[src/rtl/vga_pkg.sv]
// Shared VGA timing defaults, decoder state encoding and CRC constants.
// Used by vga_sync_decoder and its optional VGA_DEC_CRC_EN CRC engine.
package vga_pkg;

    localparam int DEF_PIXEL_W  = 3;
    localparam int DEF_H_ACTIVE = 640;
    localparam int DEF_H_FP     = 16;
    localparam int DEF_H_SYNC   = 96;
    localparam int DEF_H_BP     = 48;
    localparam int DEF_V_ACTIVE = 480;
    localparam int DEF_V_FP     = 10;
    localparam int DEF_V_SYNC   = 2;
    localparam int DEF_V_BP     = 33;

    localparam logic [15:0] CRC16_POLY = 16'h1021;
    localparam logic [15:0] CRC16_INIT = 16'hFFFF;

    typedef enum logic [1:0] {
        SEARCH = 2'd0,
        CHECK  = 2'd1,
        LOCKED = 2'd2
    } dec_state_t;

    function automatic int h_total(int act, int fp, int sync, int bp);
        return act + fp + sync + bp;
    endfunction

    function automatic int v_total(int act, int fp, int sync, int bp);
        return act + fp + sync + bp;
    endfunction

    // Index width for 0..n-1, never narrower than one bit.
    function automatic int idx_w(int n);
        return (n > 1) ? $clog2(n) : 1;
    endfunction

    // Width able to hold the value n itself (counter saturation point).
    function automatic int cnt_w(int n);
        return $clog2(n + 1);
    endfunction

endpackage

[src/rtl/vga_sync_decoder_if.sv]
// Sync/pixel bundle between a VGA source and vga_sync_decoder.
// Frame CRC signals exist only when VGA_DEC_CRC_EN is defined.
interface vga_sync_decoder_if #(
    parameter int PIXEL_W = 3,
    parameter int X_W     = 10,
    parameter int Y_W     = 9
);

    logic               h_in;
    logic               v_in;
    logic [PIXEL_W-1:0] pixel_in;

    logic               pix_valid;
    logic [X_W-1:0]     pix_x;
    logic [Y_W-1:0]     pix_y;
    logic [PIXEL_W-1:0] pix_data;
    logic               frame_start;
    logic               locked;
    logic               h_err;
    logic               v_err;
    logic [7:0]         err_cnt;
`ifdef VGA_DEC_CRC_EN
    logic [15:0]        frame_crc;
    logic               crc_valid;
`endif

    modport master (
        output h_in, v_in, pixel_in,
`ifdef VGA_DEC_CRC_EN
        input  frame_crc, crc_valid,
`endif
        input  pix_valid, pix_x, pix_y, pix_data,
        input  frame_start, locked, h_err, v_err, err_cnt
    );

    modport slave (
        input  h_in, v_in, pixel_in,
`ifdef VGA_DEC_CRC_EN
        output frame_crc, crc_valid,
`endif
        output pix_valid, pix_x, pix_y, pix_data,
        output frame_start, locked, h_err, v_err, err_cnt
    );

endinterface

[src/rtl/vga_frame_crc.sv]
// CRC-16-CCITT over decoded pixels, MSB first, restarted by clear.
// Built into vga_sync_decoder only with VGA_DEC_CRC_EN.
module vga_frame_crc
    import vga_pkg::*;
#(
    parameter int PIXEL_W = 3
) (
    input  logic               clk,
    input  logic               nRst,
    input  logic [PIXEL_W-1:0] pixel,
    input  logic               valid,
    input  logic               clear,
    output logic [15:0]        crc
);

    logic [15:0] crc_r;
    logic [15:0] crc_nxt;

    // clear arrives with the first pixel, so it seeds that pixel's update.
    always_comb begin
        crc_nxt = clear ? CRC16_INIT : crc_r;
        for (int i = PIXEL_W - 1; i >= 0; i--) begin
            if (crc_nxt[15] ^ pixel[i]) begin
                crc_nxt = {crc_nxt[14:0], 1'b0} ^ CRC16_POLY;
            end else begin
                crc_nxt = {crc_nxt[14:0], 1'b0};
            end
        end
    end

    always_ff @(posedge clk or negedge nRst) begin
        if (!nRst) begin
            crc_r <= '0;
        end else if (valid) begin
            crc_r <= crc_nxt;
        end
    end

    assign crc = crc_r;

endmodule

[src/rtl/vga_sync_decoder.sv]
// Recovers pixel coordinates from hsync/vsync/pixel and checks frame timing.
// Define VGA_DEC_CRC_EN to add the per-frame CRC outputs.
module vga_sync_decoder
    import vga_pkg::*;
#(
    parameter int PIXEL_W  = DEF_PIXEL_W,
    parameter int H_ACTIVE = DEF_H_ACTIVE,
    parameter int H_FP     = DEF_H_FP,
    parameter int H_SYNC   = DEF_H_SYNC,
    parameter int H_BP     = DEF_H_BP,
    parameter int V_ACTIVE = DEF_V_ACTIVE,
    parameter int V_FP     = DEF_V_FP,
    parameter int V_SYNC   = DEF_V_SYNC,
    parameter int V_BP     = DEF_V_BP
) (
    input  logic clk,
    input  logic nRst,
    vga_sync_decoder_if.slave bus
);

    localparam int H_TOTAL = h_total(H_ACTIVE, H_FP, H_SYNC, H_BP);
    localparam int V_TOTAL = v_total(V_ACTIVE, V_FP, V_SYNC, V_BP);
    localparam int HA0     = H_SYNC + H_BP;
    localparam int VA0     = V_SYNC + V_BP;
    localparam int HW      = cnt_w(H_TOTAL);
    localparam int VW      = cnt_w(V_TOTAL);
    localparam int XW      = idx_w(H_ACTIVE);
    localparam int YW      = idx_w(V_ACTIVE);

    localparam logic [HW-1:0] H_MAX  = HW'(H_TOTAL);
    localparam logic [HW-1:0] H_LAST = HW'(H_TOTAL - 1);
    localparam logic [HW-1:0] H_SYN  = HW'(H_SYNC);
    localparam logic [HW-1:0] H_LO   = HW'(HA0);
    localparam logic [HW-1:0] H_HI   = HW'(HA0 + H_ACTIVE);
    localparam logic [VW-1:0] V_MAX  = VW'(V_TOTAL);
    localparam logic [VW-1:0] V_LAST = VW'(V_TOTAL - 1);
    localparam logic [VW-1:0] V_SYN  = VW'(V_SYNC);
    localparam logic [VW-1:0] V_LO   = VW'(VA0);
    localparam logic [VW-1:0] V_HI   = VW'(VA0 + V_ACTIVE);

    logic               h_q, v_q, h_qq, v_qq;
    logic [PIXEL_W-1:0] d_q;
    logic               h_fall, h_rise, v_fall, v_rise;

    logic [HW-1:0] h_cnt_r, h_cnt;
    logic [VW-1:0] v_cnt_r, v_cnt;
    logic          h_over_r, v_over_r;
    logic          h_err, v_err;

    dec_state_t state_r, state_nxt;

    logic               in_win, lock_nxt, pv_nxt, fs_nxt;
    logic [XW-1:0]      x_nxt;
    logic [YW-1:0]      y_nxt;
    logic [PIXEL_W-1:0] d_nxt;

    logic               pix_valid_r, frame_start_r, locked_r;
    logic               h_err_r, v_err_r;
    logic [XW-1:0]      pix_x_r;
    logic [YW-1:0]      pix_y_r;
    logic [PIXEL_W-1:0] pix_data_r;
    logic [7:0]         err_cnt_r;

    // Sync history resets to idle-high so reset itself is never an edge.
    always_ff @(posedge clk or negedge nRst) begin
        if (!nRst) begin
            h_q  <= 1'b1;
            v_q  <= 1'b1;
            h_qq <= 1'b1;
            v_qq <= 1'b1;
            d_q  <= '0;
        end else begin
            h_q  <= bus.h_in;
            v_q  <= bus.v_in;
            h_qq <= h_q;
            v_qq <= v_q;
            d_q  <= bus.pixel_in;
        end
    end

    assign h_fall = h_qq & ~h_q;
    assign h_rise = ~h_qq & h_q;
    assign v_fall = v_qq & ~v_q;
    assign v_rise = ~v_qq & v_q;

    always_comb begin
        if (h_fall) begin
            h_cnt = '0;
        end else if (h_cnt_r == H_MAX) begin
            h_cnt = H_MAX;
        end else begin
            h_cnt = h_cnt_r + HW'(1);
        end
    end

    always_comb begin
        if (v_fall) begin
            v_cnt = '0;
        end else if (h_fall && (v_cnt_r != V_MAX)) begin
            v_cnt = v_cnt_r + VW'(1);
        end else begin
            v_cnt = v_cnt_r;
        end
    end

    // The over flags make the saturation error a single pulse per run-away.
    always_ff @(posedge clk or negedge nRst) begin
        if (!nRst) begin
            h_cnt_r  <= H_MAX;
            v_cnt_r  <= V_MAX;
            h_over_r <= 1'b1;
            v_over_r <= 1'b1;
        end else begin
            h_cnt_r  <= h_cnt;
            v_cnt_r  <= v_cnt;
            h_over_r <= (h_cnt == H_MAX);
            v_over_r <= (v_cnt == V_MAX);
        end
    end

    always_comb begin
        h_err = 1'b0;
        v_err = 1'b0;
        if (state_r != SEARCH) begin
            h_err = (h_fall && (h_cnt_r != H_LAST))
                 || (h_rise && (h_cnt != H_SYN))
                 || ((h_cnt == H_MAX) && !h_over_r);
            v_err = (v_fall && (v_cnt_r != V_LAST))
                 || (v_rise && (v_cnt != V_SYN))
                 || ((v_cnt == V_MAX) && !v_over_r);
        end
    end

    always_ff @(posedge clk or negedge nRst) begin
        if (!nRst) begin
            state_r <= SEARCH;
        end else begin
            state_r <= state_nxt;
        end
    end

    always_comb begin
        state_nxt = state_r;
        unique case (state_r)
            SEARCH: if (v_fall) state_nxt = CHECK;
            CHECK: begin
                if (h_err || v_err) begin
                    state_nxt = SEARCH;
                end else if (v_fall) begin
                    state_nxt = LOCKED;
                end
            end
            LOCKED: if (h_err || v_err) state_nxt = SEARCH;
            default: state_nxt = SEARCH;
        endcase
    end

    // Outputs follow the next state so an unlock lands with its error pulse.
    always_comb begin
        in_win   = (h_cnt >= H_LO) && (h_cnt < H_HI)
                && (v_cnt >= V_LO) && (v_cnt < V_HI);
        lock_nxt = (state_nxt == LOCKED);
        pv_nxt   = lock_nxt && in_win;
        x_nxt    = '0;
        y_nxt    = '0;
        d_nxt    = '0;
        if (pv_nxt) begin
            x_nxt = XW'(h_cnt - H_LO);
            y_nxt = YW'(v_cnt - V_LO);
            d_nxt = d_q;
        end
        fs_nxt = pv_nxt && (x_nxt == '0) && (y_nxt == '0);
    end

    always_ff @(posedge clk or negedge nRst) begin
        if (!nRst) begin
            pix_valid_r   <= 1'b0;
            pix_x_r       <= '0;
            pix_y_r       <= '0;
            pix_data_r    <= '0;
            frame_start_r <= 1'b0;
            locked_r      <= 1'b0;
            h_err_r       <= 1'b0;
            v_err_r       <= 1'b0;
            err_cnt_r     <= '0;
        end else begin
            pix_valid_r   <= pv_nxt;
            pix_x_r       <= x_nxt;
            pix_y_r       <= y_nxt;
            pix_data_r    <= d_nxt;
            frame_start_r <= fs_nxt;
            locked_r      <= lock_nxt;
            h_err_r       <= h_err;
            v_err_r       <= v_err;
            if ((h_err || v_err) && (err_cnt_r != 8'hFF)) begin
                err_cnt_r <= err_cnt_r + 8'd1;
            end
        end
    end

    assign bus.pix_valid   = pix_valid_r;
    assign bus.pix_x       = pix_x_r;
    assign bus.pix_y       = pix_y_r;
    assign bus.pix_data    = pix_data_r;
    assign bus.frame_start = frame_start_r;
    assign bus.locked      = locked_r;
    assign bus.h_err       = h_err_r;
    assign bus.v_err       = v_err_r;
    assign bus.err_cnt     = err_cnt_r;

`ifdef VGA_DEC_CRC_EN
    logic last_pix, frame_ok_r, crc_valid_r;

    vga_frame_crc #(
        .PIXEL_W (PIXEL_W)
    ) u_crc (
        .clk   (clk),
        .nRst  (nRst),
        .pixel (pix_data_r),
        .valid (pix_valid_r),
        .clear (frame_start_r),
        .crc   (bus.frame_crc)
    );

    assign last_pix = pix_valid_r
                   && (pix_x_r == XW'(H_ACTIVE - 1))
                   && (pix_y_r == YW'(V_ACTIVE - 1));

    // frame_ok survives only if lock held from frame_start to the last pixel.
    always_ff @(posedge clk or negedge nRst) begin
        if (!nRst) begin
            frame_ok_r  <= 1'b0;
            crc_valid_r <= 1'b0;
        end else begin
            if (frame_start_r) begin
                frame_ok_r <= 1'b1;
            end else if (!locked_r) begin
                frame_ok_r <= 1'b0;
            end
            crc_valid_r <= last_pix && (frame_ok_r || frame_start_r);
        end
    end

    assign bus.crc_valid = crc_valid_r;
`else
    // Plain decoder: no CRC engine, no CRC outputs.
`endif

endmodule
[src/flat_wrapper.sv]
// flat-port wrapper written by rule: the top's interface ports become plain ports
module vga_sync_decoder_flat import vga_pkg::*;
#(
    parameter int PIXEL_W  = DEF_PIXEL_W,
    parameter int H_ACTIVE = DEF_H_ACTIVE,
    parameter int H_FP     = DEF_H_FP,
    parameter int H_SYNC   = DEF_H_SYNC,
    parameter int H_BP     = DEF_H_BP,
    parameter int V_ACTIVE = DEF_V_ACTIVE,
    parameter int V_FP     = DEF_V_FP,
    parameter int V_SYNC   = DEF_V_SYNC,
    parameter int V_BP     = DEF_V_BP
)
  (clk, nRst, bus_h_in, bus_v_in, bus_pixel_in, bus_pix_valid, bus_pix_x, bus_pix_y, bus_pix_data, bus_frame_start, bus_locked, bus_h_err, bus_v_err, bus_err_cnt);
  vga_sync_decoder_if #(.PIXEL_W(PIXEL_W)) bus_i ();
  input  logic clk;
  input  logic nRst;
  input wire logic [$bits(bus_i.h_in)-1:0] bus_h_in;
  input wire logic [$bits(bus_i.v_in)-1:0] bus_v_in;
  input wire logic [$bits(bus_i.pixel_in)-1:0] bus_pixel_in;
  output wire logic [$bits(bus_i.pix_valid)-1:0] bus_pix_valid;
  output wire logic [$bits(bus_i.pix_x)-1:0] bus_pix_x;
  output wire logic [$bits(bus_i.pix_y)-1:0] bus_pix_y;
  output wire logic [$bits(bus_i.pix_data)-1:0] bus_pix_data;
  output wire logic [$bits(bus_i.frame_start)-1:0] bus_frame_start;
  output wire logic [$bits(bus_i.locked)-1:0] bus_locked;
  output wire logic [$bits(bus_i.h_err)-1:0] bus_h_err;
  output wire logic [$bits(bus_i.v_err)-1:0] bus_v_err;
  output wire logic [$bits(bus_i.err_cnt)-1:0] bus_err_cnt;
  assign bus_i.h_in = bus_h_in;
  assign bus_i.v_in = bus_v_in;
  assign bus_i.pixel_in = bus_pixel_in;
  assign bus_pix_valid = bus_i.pix_valid;
  assign bus_pix_x = bus_i.pix_x;
  assign bus_pix_y = bus_i.pix_y;
  assign bus_pix_data = bus_i.pix_data;
  assign bus_frame_start = bus_i.frame_start;
  assign bus_locked = bus_i.locked;
  assign bus_h_err = bus_i.h_err;
  assign bus_v_err = bus_i.v_err;
  assign bus_err_cnt = bus_i.err_cnt;
  vga_sync_decoder #(.PIXEL_W(PIXEL_W), .H_ACTIVE(H_ACTIVE), .H_FP(H_FP), .H_SYNC(H_SYNC), .H_BP(H_BP), .V_ACTIVE(V_ACTIVE), .V_FP(V_FP), .V_SYNC(V_SYNC), .V_BP(V_BP)) u_core (.clk(clk), .nRst(nRst), .bus(bus_i));
endmodule
[config.mk]
export PLATFORM = sky130hd
export DESIGN_NAME = vga_sync_decoder_flat
export DESIGN_NICKNAME = d
export VERILOG_FILES = /design/src/rtl/vga_pkg.sv /design/src/rtl/vga_sync_decoder_if.sv /design/src/rtl/vga_frame_crc.sv /design/src/rtl/vga_sync_decoder.sv /design/src/flat_wrapper.sv
export SDC_FILE = /design/constraint.sdc
export NUM_CORES = 1
export LEC_CHECK = 0
export BUFFER_PORTS_ARGS = -buffer_cell sky130_fd_sc_hd__buf_2
export CAP_MARGIN = 20
export CORE_MARGIN = 3
export CORE_UTILIZATION = 34
export CTS_BUF_LIST = sky130_fd_sc_hd__clkbuf_16
export CTS_CLUSTER_DIAMETER = 100
export CTS_CLUSTER_SIZE = 25
export DETAILED_ROUTE_END_ITERATION = 10
export GPL_TIMING_DRIVEN = 1
export MAX_ROUTING_LAYER = met4
export PLACE_DENSITY = 0.61
export SLEW_MARGIN = 5
export SYNTH_ARGS = -nofsm -noshare
export SYNTH_HDL_FRONTEND = slang
export SYNTH_HIERARCHICAL = 1
export SYNTH_SLANG_ARGS = --single-unit
[constraint.sdc]
create_clock -name clk -period 4.3 [get_ports clk]
set_input_delay 0.645 -clock clk [delete_from_list [all_inputs] [get_ports clk]]
set_output_delay 0.645 -clock clk [all_outputs]
set_load 0.02 [all_outputs]
==> results.md, run 1 <==
* Startpoint types: flop
* Cell Rows at 36
* Leak at 0.00191 µW
* Via density at 5.07
* DR WL/cell at 14.6 µm
* Worst skew pair latency at 0.33 ns
* Die Width at 108 µm
* First-pass GRT wire length at 13.2 mm
* RSZ-0062 raised after global routing: no
* EDFF count, synth at 0
* GPL Wtd Cong at 0.890
* Residual DRC count at 0
* Worst-Margin Slew at 0.838 ns
* Register area share after synthesis at 47.3%
* Outcome: finished clean
* Diode count at 0
* Hold-fix buffers at CTS at 0
* CTS sink cnt at 66
* GR Overflow Total at 0
* Max-cap violation count at 0
* Pwr Density at 424 nW/µm²
* Routed Antenna Nets at 0
* Synth async-reset ratio at 100%
* Syn Nets at 371
* Final Hold Viols at 0
* Min Clock Period, post-route at 3.91 ns
* Ys Warns at 6
* Final-stage net count at 416
* Total setup buffers inserted after CTS at 0
* PostCTS Resize Cnt at 0
* Critical Path RT at 4.51 ns
* Cells after Synth at 352
* Port bufs at 41
* Detailed Routing Iterations Pass 1 at 5
* # setup viols final at 0
* Post-synth top flop: dfrtp_1
* Final Instance Count excl. Fillers at 535
* Dpl cells at 519
* Clk slew on worst S/H paths at 0.06 ns
* Setup Skew at 0.00563 ns
* Peak supply drop at 0.292 mV
* Count leader, synth: dfrtp_1
* Vias in the first global route at 2642
* Clock buffer depth at 2
* Worst setup EP type: flop
* Die Ht at 108 µm
* Mapped Avg Cell Area at 10.0 µm²
* I/O pin cnt at 42
* Final Cycle Share at 91.0%
* Slew margin rel. at 44.1%
* Crit Path Max Fanout at 11
* Area grow syn2layout at 17.4%
* Initial Utilization at 35.6%
* Area leader, netlist: dfrtp_1
* Post-DP HPWL at 5.76 mm
* Netlist cell types at 64
* Worst hold path class: reg -> reg
* Pins Over Slew Limit at 0
* WL final at 7.79 mm
* Synth Cell Area at 3530 µm²
* Layout fillers at 999
* Initial DRC Count at 169
* Vias at 2711
* Area contributors post-synth: dfrtp_1, dfstp_2, xnor2_1, ha_1, nor2_1
* Worst EP arrival at 4.13 ns
* Clk root buf: clkbuf_16
* DIE AREA at 11600 µm²
* Core ar. at 9910 µm²
* Initial antenna violation count at 0
* Largest net degree at the start of global routing at 40
* Crit Path Class: reg -> reg
* Synth top cells by count: dfrtp_1, nor2_1, inv_1, xnor2_1, nand2_1
* CTS buffer count at 9
* Max frequency at 0.256 GHz
* CTS tree: built
* #FFs+latches synth at 66
* H-Tree Depth at 3
* Share of the synthesized area in the top cell type at 37.6%
* Util after Layout at 41.8%
* Layout cell share with drive strength beyond 1 at 28.6%
* GRT Total Usage at 14.8%
* TNS Setup at 0 ns
registers in the layout, indices dropped and copies added (netlist names), 2 cells and up:
| register | flops |
|---|---|
| u_core/v_cnt_r | 10 |
| u_core/bus.err_cnt | 8 |
| u_core/bus.pix_data | 3 |
| u_core/state_r | 2 |
| u_core/bus.pix_y | 9 |
| u_core/d_q | 3 |
| u_core/bus.pix_x | 10 |
| u_core/h_cnt_r | 10 |
layer usage:
| metal | up-vias | part of all wire (%) | GRT usage [%] |
|---|---|---|---|
| li1 | 1309 | - | - |
| met1 | 1293 | 48 | 20.8 |
| met2 | 100 | 44 | 21.1 |
| met3 | 9 | 6.3 | 3.42 |
| met4 | 0 | 1.5 | 4.96 |
| met5 | - | 0 | - |
area by class of cell:
cell class,count,area [µm²],area share (%)
Timing Repair Buffer,46,243,5.86
Tap cell,133,166,4.02
Multi-Input combinational cell,251,1690,40.8
Inverter,23,86.3,2.09
Clock inverter,7,61.3,1.48
Sequential cell,66,1670,40.3
Clock buffer,9,225,5.44
layout by cell type (no fill, tap or decap), drive strengths merged, types with 4 or more instances in the layout:
master  count
xnor2      20
nand2b      5
a31oi       8
clkbuf      9
a21oi      12
or2         7
nand4      13
nor2       52
inv        24
nor3       15
ha         12
mux2i       4
dfrtp      53
nand3      14
buf        46
nand2      21
xor2        8
dfstp      13
o21ai      10
nor2b       4
stage by stage:
step / hold WS (ns) / power [µW] / setup slack (ns) / cell area [µm²]
after CTS: 0.393 / 1770 / 0.437 / 4140
after global routing: 0.404 / 1840 / 0.0772 / 4140
after detailed placement: 0.381 / 1060 / 0.488 / 3850
final: 0.391 / 1750 / 0.387 / 4140
after global placement: 0.372 / 1050 / 0.545 / 3850
after floorplan: 0.349 / 971 / 1.07 / 3530
worst max-delay path: stages (launching register included):
cell	delay [ns]
dfrtp_1	0.42
inv_1	0.10
ha_1	0.21
and4bb_2	0.27
a31oi_2	0.35
xnor2_1	0.18
or2_2	0.16
inv_1	0.08
ha_1	0.25
o41ai_2	0.61
a31oi_1	0.19
o221ai_1	0.12
or3_1	0.48
buf_4	0.30
nor2_1	0.06
path summary, 6_finish.rpt:
check | endpoint | start | slack, ns | cells after the start
max | u_core/bus.pix_x[5] | u_core/v_cnt_r[1] | 0.39 | 14
min | u_core/v_qq | u_core/v_q | 0.39 | 0
max in group asynchronous | u_core/v_over_r | nRst | 2.95 | 2
min reg2reg | u_core/v_qq | u_core/v_q | 0.39 | 0
min in group asynchronous | u_core/bus.pix_valid | nRst | 0.42 | 1
max reg2reg | u_core/bus.pix_x[5] | u_core/v_cnt_r[1] | 0.39 | 14
power breakdown:
group / switching [µW] / leakage, µW / internal [µW] / total [µW]
combinational: 189 / 0.000916 / 117 / 306
clock: 261 / 0.000138 / 441 / 702
sequential: 70.5 / 0.000853 / 674 / 745
total: 521 / 0.00191 / 1230 / 1750
cell families after synthesis:
logic type | share of synthesized area, %
buf+inv | 4.79
flops | 47.3
fa+ha+maj | 4.26
mux | 1.77
xor+xnor | 6.96
simple gates | 24.8
compound gates | 10.1
Note: power is estimated with default switching activity, not from simulation.
==> inputs of run 2 (changes only) <==
==> constraint.sdc (replaced) <==
create_clock -name clk -period 4.3 [get_ports clk]
set_input_delay 0.86 -clock clk [delete_from_list [all_inputs] [get_ports clk]]
set_output_delay 0.86 -clock clk [all_outputs]
set_load 0.02 [all_outputs]
==> run 2 against run 1 <==
Against the previous run:
- final cell count grew 0.19%
- largest power group is now the clock network
- combinational power barely moved
- die area is the same
- critical path type unchanged
- wire length shrank 0.75%
- flip-flop and latch count stayed put
- register-to-register slack improved by 0.06 ns
- global-route usage about the same
- clock skew is essentially flat
- clock-buffer cell count unchanged
- critical endpoint is now u_core/bus.pix_x[0]
==> results.md, run 2 (synthesis results as in run 1) <==
* R2R Path Start: u_core/v_cnt_r[1]
* H-Tree Depth at 3
* Total setup buffers inserted after CTS at 0
* Routed Antenna Nets at 0
* Multi-input logic area at 1690 µm²
* Worst EP arrival at 4.09 ns
* Worst skew pair latency at 0.32 ns
* Cell Rows at 36
* Clock buffer depth at 2
* I/O pin cnt at 42
* Min-delay src: u_core/v_q
* Crit Path Class: reg -> reg
* Leak at 0.00195 µW
* Clock Power Share at 46.0%
* Layout fillers at 971
* Util after Layout at 42.7%
* TNS Setup at 0 ns
* Final Cycle Share at 89.7%
* Initial DRC Count at 205
* Min Clock Period, post-route at 3.86 ns
* Final Hold Viols at 0
* NetSw at 525 µW
* Via density at 4.96
* Commonest non-fill, non-tap cells in the layout: dfrtp_1, buf_2, nor2_1
* Hold slack at 0.381 ns
* FF/Latch Area at 1670 µm²
* Initial antenna violation count at 0
* Pwr Density at 459 nW/µm²
* GPL Wtd Cong at 0.922
* Worst-Margin Slew at 0.780 ns
* Port bufs at 41
* Internal power at 1410 µW
* Clk root buf: clkbuf_16
* Worst setup EP type: flop
* Layout cell share with drive strength beyond 1 at 29.3%
* Detailed Routing Iterations Pass 1 at 4
* Die Width at 108 µm
* Clk slew on worst S/H paths at 0.06 ns
* GRT Total Usage at 14.8%
* CTS sink cnt at 66
* R2R setup slack at 0.44 ns
* Initial Utilization at 35.6%
* Diode count at 0
* Slew margin rel. at 48.0%
* CTS tree: built
* Final-stage net count at 417
* CTS buffer count at 9
* Switching share of power at 27.1%
* Pins Over Slew Limit at 0
* Worst R2R End: u_core/bus.pix_x[0]
* Max frequency at 0.259 GHz
* RSZ-0062 raised after global routing: no
* Crit Path Max Fanout at 12
* WL final at 7.73 mm
* GR Overflow Total at 0
* Logic pwr share at 15.7%
* Power Total at 1940 µW
* Area grow syn2layout at 19.9%
* Residual DRC count at 0
* Die Ht at 108 µm
* Most common cell after layout, fill and taps aside: dfrtp_1
* Hold-fix buffers at CTS at 0
* Vias in the first global route at 2678
* Outcome: finished clean
* Worst hold path class: reg -> reg
* Post-DP HPWL at 5.76 mm
* Setup Skew at 0.00604 ns
* Hold Path Cell Cnt at 0
* Core ar. at 9910 µm²
* Hold endpoint: u_core/v_qq
* Startpoint types: flop
* # setup viols final at 0
* Peak supply drop at 0.278 mV
* DIE AREA at 11600 µm²
* Reg power frac at 38.3%
* Critical Path Start: u_core/v_cnt_r[1]
* Critical Path RT at 4.54 ns
* Max-cap violation count at 0
* DR WL/cell at 14.4 µm
* Vias at 2656
* First-pass GRT wire length at 13.1 mm
* PostCTS Resize Cnt at 0
* Largest net degree at the start of global routing at 36
* Worst r2r path cells at 15
run 2: cell types whose count changed in the layout (fill, tap and decap cells not counted), sizes merged:
cell | previous run | this run
buf | 46 | 47
bufinv | 1 | 4
clkinvlp | 2 | 0
inv | 24 | 23
run 2: worst max path at each step:
stage                     endpoint  slack [ns]  cells past startpoint
2_1_floorplan  u_core/bus.pix_x[1]        1.07                     16
3_3_place_gp   u_core/bus.pix_x[0]        0.55                     15
3_5_place_dp   u_core/bus.pix_x[0]        0.51                     15
4_1_cts        u_core/bus.pix_x[0]        0.46                     15
5_1_grt        u_core/bus.pix_x[0]        0.14                     15
6_report       u_core/bus.pix_x[0]        0.44                     15
run 2: cell type report:
type | instances | area share, %
timing repair buffer | 47 | 5.92
clock inverter | 7 | 3.35
sequential | 66 | 39.5
inverter | 23 | 2.04
multi-input combinational | 251 | 40.0
clock buffer | 9 | 5.33
tap | 133 | 3.94
run 2: power groups by stage:
| stage | clock, µW | sequential (µW) | combinational [µW] |
|---|---|---|---|
| 2_1_floorplan | 0 | 758 | 213 |
| 3_3_place_gp | 0 | 751 | 298 |
| 3_5_place_dp | 0 | 754 | 302 |
| 4_1_cts | 918 | 744 | 306 |
| 5_1_grt | 950 | 755 | 342 |
| 6_report | 892 | 744 | 304 |
run 2: through the flow:
| stage | std cells | setup slack [ns] | instance area [µm²] |
|---|---|---|---|
| after floorplan | 352 | 1.07 | 3530 |
| after global placement | 520 | 0.549 | 3860 |
| after detailed placement | 520 | 0.507 | 3860 |
| after CTS | 536 | 0.457 | 4230 |
| after global routing | 536 | 0.142 | 4230 |
| final | 536 | 0.442 | 4230 |
run 2: worst max-delay path, cell delays in order, from the launching register on:
cell and delay (ns):
dfrtp_1 0.41, inv_1 0.10, ha_1 0.18, and4bb_2 0.26, a31oi_2 0.33, xnor2_1 0.18
or2_2 0.16, inv_1 0.08, ha_1 0.26, nor3_1 0.30, a31oi_1 0.13, a31oi_1 0.22
o221ai_1 0.17, or3_1 0.58, buf_4 0.27, nor3_1 0.12
run 2: per-layer routing:
layer / vias up / routed length [µm] / track usage, %
li1: 1313 / - / -
met1: 1276 / 3830 / 20.5
met2: 63 / 3500 / 21.5
met3: 4 / 349 / 3.30
met4: 0 / 47 / 4.69
met5: - / 0 / -
==> inputs of run 3 (changes only) <==
CORE_UTILIZATION = 35   (was 34)
PLACE_DENSITY = 0.63   (was 0.61)
==> run 3 against run 2 <==
Against the previous run:
- worst setup slack worse by 0.071 ns
- clock skew is 0.0027 ns higher
- register-to-register slack worse by 0.07 ns
- wire length is 1.7% lower
- highest routed layer unchanged
- global-route usage is 0.066 points lower
- clock power is 14% lower
- largest cell class unchanged
==> results.md, run 3 (synthesis results as in run 1) <==
* DIE AREA at 11300 µm²
* Cell Rows at 36
* Layout cell share with drive strength beyond 1 at 28.8%
* CTS buffer count at 9
* Final Cycle Share at 91.4%
* Final worst slack at 0.371 ns
* Clk root buf: clkbuf_16
* Worst R2R End: u_core/bus.pix_y[6]
* Max stage delay on crit path at 0.64 ns
* Initial antenna violation count at 0
* Area grow syn2layout at 18.3%
* Outcome: finished clean
* Diode count at 0
* Initial Utilization at 36.1%
* I/O pin cnt at 42
* Worst r2r path cells at 15
* Total setup buffers inserted after CTS at 0
* Clk slew on worst S/H paths at 0.06 ns
* Die Width at 106 µm
* Clock buffer depth at 2
* Final-stage net count at 417
* Pins Over Slew Limit at 0
* WL final at 7.60 mm
* RSZ-0062 raised after global routing: no
* Slew margin rel. at 45.8%
* Leak at 0.00193 µW
* Most common cell after layout, fill and taps aside: dfrtp_1
* Via density at 5.08
* Critical Path Start: u_core/v_cnt_r[1]
* Slowest stage cell, crit path: or3_1
* Layout fillers at 969
* Crit Path Max Fanout at 16
* Peak supply drop at 0.253 mV
* GPL Wtd Cong at 0.943
* PostCTS Resize Cnt at 0
* Max-cap violation count at 0
* Initial DRC Count at 165
* Residual DRC count at 0
* GR Overflow Total at 0
* R2R setup slack at 0.37 ns
* Critical Path RT at 4.55 ns
* Die Ht at 106 µm
* H-Tree Depth at 3
* Worst-Margin Slew at 0.812 ns
* Worst hold path class: reg -> reg
* Max frequency at 0.255 GHz
* Port bufs at 41
* Detailed Routing Iterations Pass 1 at 4
* CTS tree: built
* Final Hold Viols at 0
* Largest net degree at the start of global routing at 38
* First-pass GRT wire length at 12.8 mm
* GRT Total Usage at 14.7%
* Vias in the first global route at 2665
* Startpoint types: flop
* Routed Antenna Nets at 0
* Vias at 2721
* Crit Path Class: reg -> reg
* CTS sink cnt at 66
* Setup Skew at 0.00872 ns
* R2R Path Start: u_core/v_cnt_r[1]
* DR WL/cell at 14.2 µm
* Hold-fix buffers at CTS at 0
* Worst skew pair latency at 0.32 ns
* Post-DP HPWL at 5.58 mm
* Pwr Density at 434 nW/µm²
* Cells along the critical path: inv_1 > ha_1 > and4bb_2 > a31oi_2 > xnor2_1 > or2_2 > inv_1 > ha_1 > nor3_1 > a31oi_1 > a31oi_1 > o221ai_1 > or3_1 > buf_4 > nor2_2
* Min Clock Period, post-route at 3.93 ns
* Worst EP arrival at 4.18 ns
* Commonest non-fill, non-tap cells in the layout: dfrtp_1, buf_2, nor2_1
* Dpl ws at 0.431 ns
* Crit path to: u_core/bus.pix_y[6]
* # setup viols final at 0
* Core ar. at 9770 µm²
* Worst setup EP type: flop
* TNS Setup at 0 ns
[run 3: changes by cell type in the layout (fill, tap and decap cells not counted), sizes merged]
cell and change:
inv +2, bufinv -2, clkinvlp +1, clkinv -1
[run 3: area by class of cell]
type                            count  area (µm²)  share of cell area [%]
Clock buffer                        9         225                    5.40
Timing Repair Buffer               47         250                    6.00
Inverter                           23        86.3                    2.07
Sequential cell                    66        1670                    40.0
Tap cell                          133         166                    3.99
Multi-Input combinational cell    251        1690                    40.5
Clock inverter                      7        87.6                    2.10
[run 3: power by group]
part | leakage, µW | switching, µW | internal, µW
logic | 0.000920 | 184 | 116
registers | 0.000853 | 71.6 | 674
clock network | 0.000156 | 262 | 502
total | 0.00193 | 518 | 1290
[run 3: critical path, delay by kind of cell, from the launching register on]
family	cells	cell delay [ns]
AO/OA/AOI/OAI	4	0.85
XOR/XNOR	1	0.16
adder cells (fa/ha/maj)	2	0.46
buffers and inverters	3	0.49
flip-flops	1	0.43
AND/OR/NAND/NOR	5	1.48
[run 3: worst min path at each step]
stage               slack (ns)        from     endpoint  cells past startpoint
detailed placement        0.38  u_core/v_q  u_core/v_qq                      0
global placement          0.38  u_core/v_q  u_core/v_qq                      0
finish                    0.38  u_core/v_q  u_core/v_qq                      0
CTS                       0.39  u_core/v_q  u_core/v_qq                      0
global route              0.39  u_core/v_q  u_core/v_qq                      0
floorplan                 0.36  u_core/v_q  u_core/v_qq                      0
[run 3: through the flow]
stage | hold WS [ns] | util [%] | total power, µW | std cells | instance area, µm²
after floorplan | 0.365 | - | 971 | 352 | 3530
after global placement | 0.376 | 39.5 | 1050 | 520 | 3860
after detailed placement | 0.377 | 39.5 | 1050 | 520 | 3860
after CTS | 0.386 | 42.7 | 1830 | 536 | 4170
after global routing | 0.390 | 42.7 | 1910 | 536 | 4170
final | 0.383 | 42.7 | 1810 | 536 | 4170
[run 3: layer usage]
layer	track usage, %	part of all wire [%]	routed length (µm)
met2	21.4	44	3320
met4	5.27	1.4	106
met1	19.8	48	3630
met5	-	0	0
met3	3.83	7.1	541
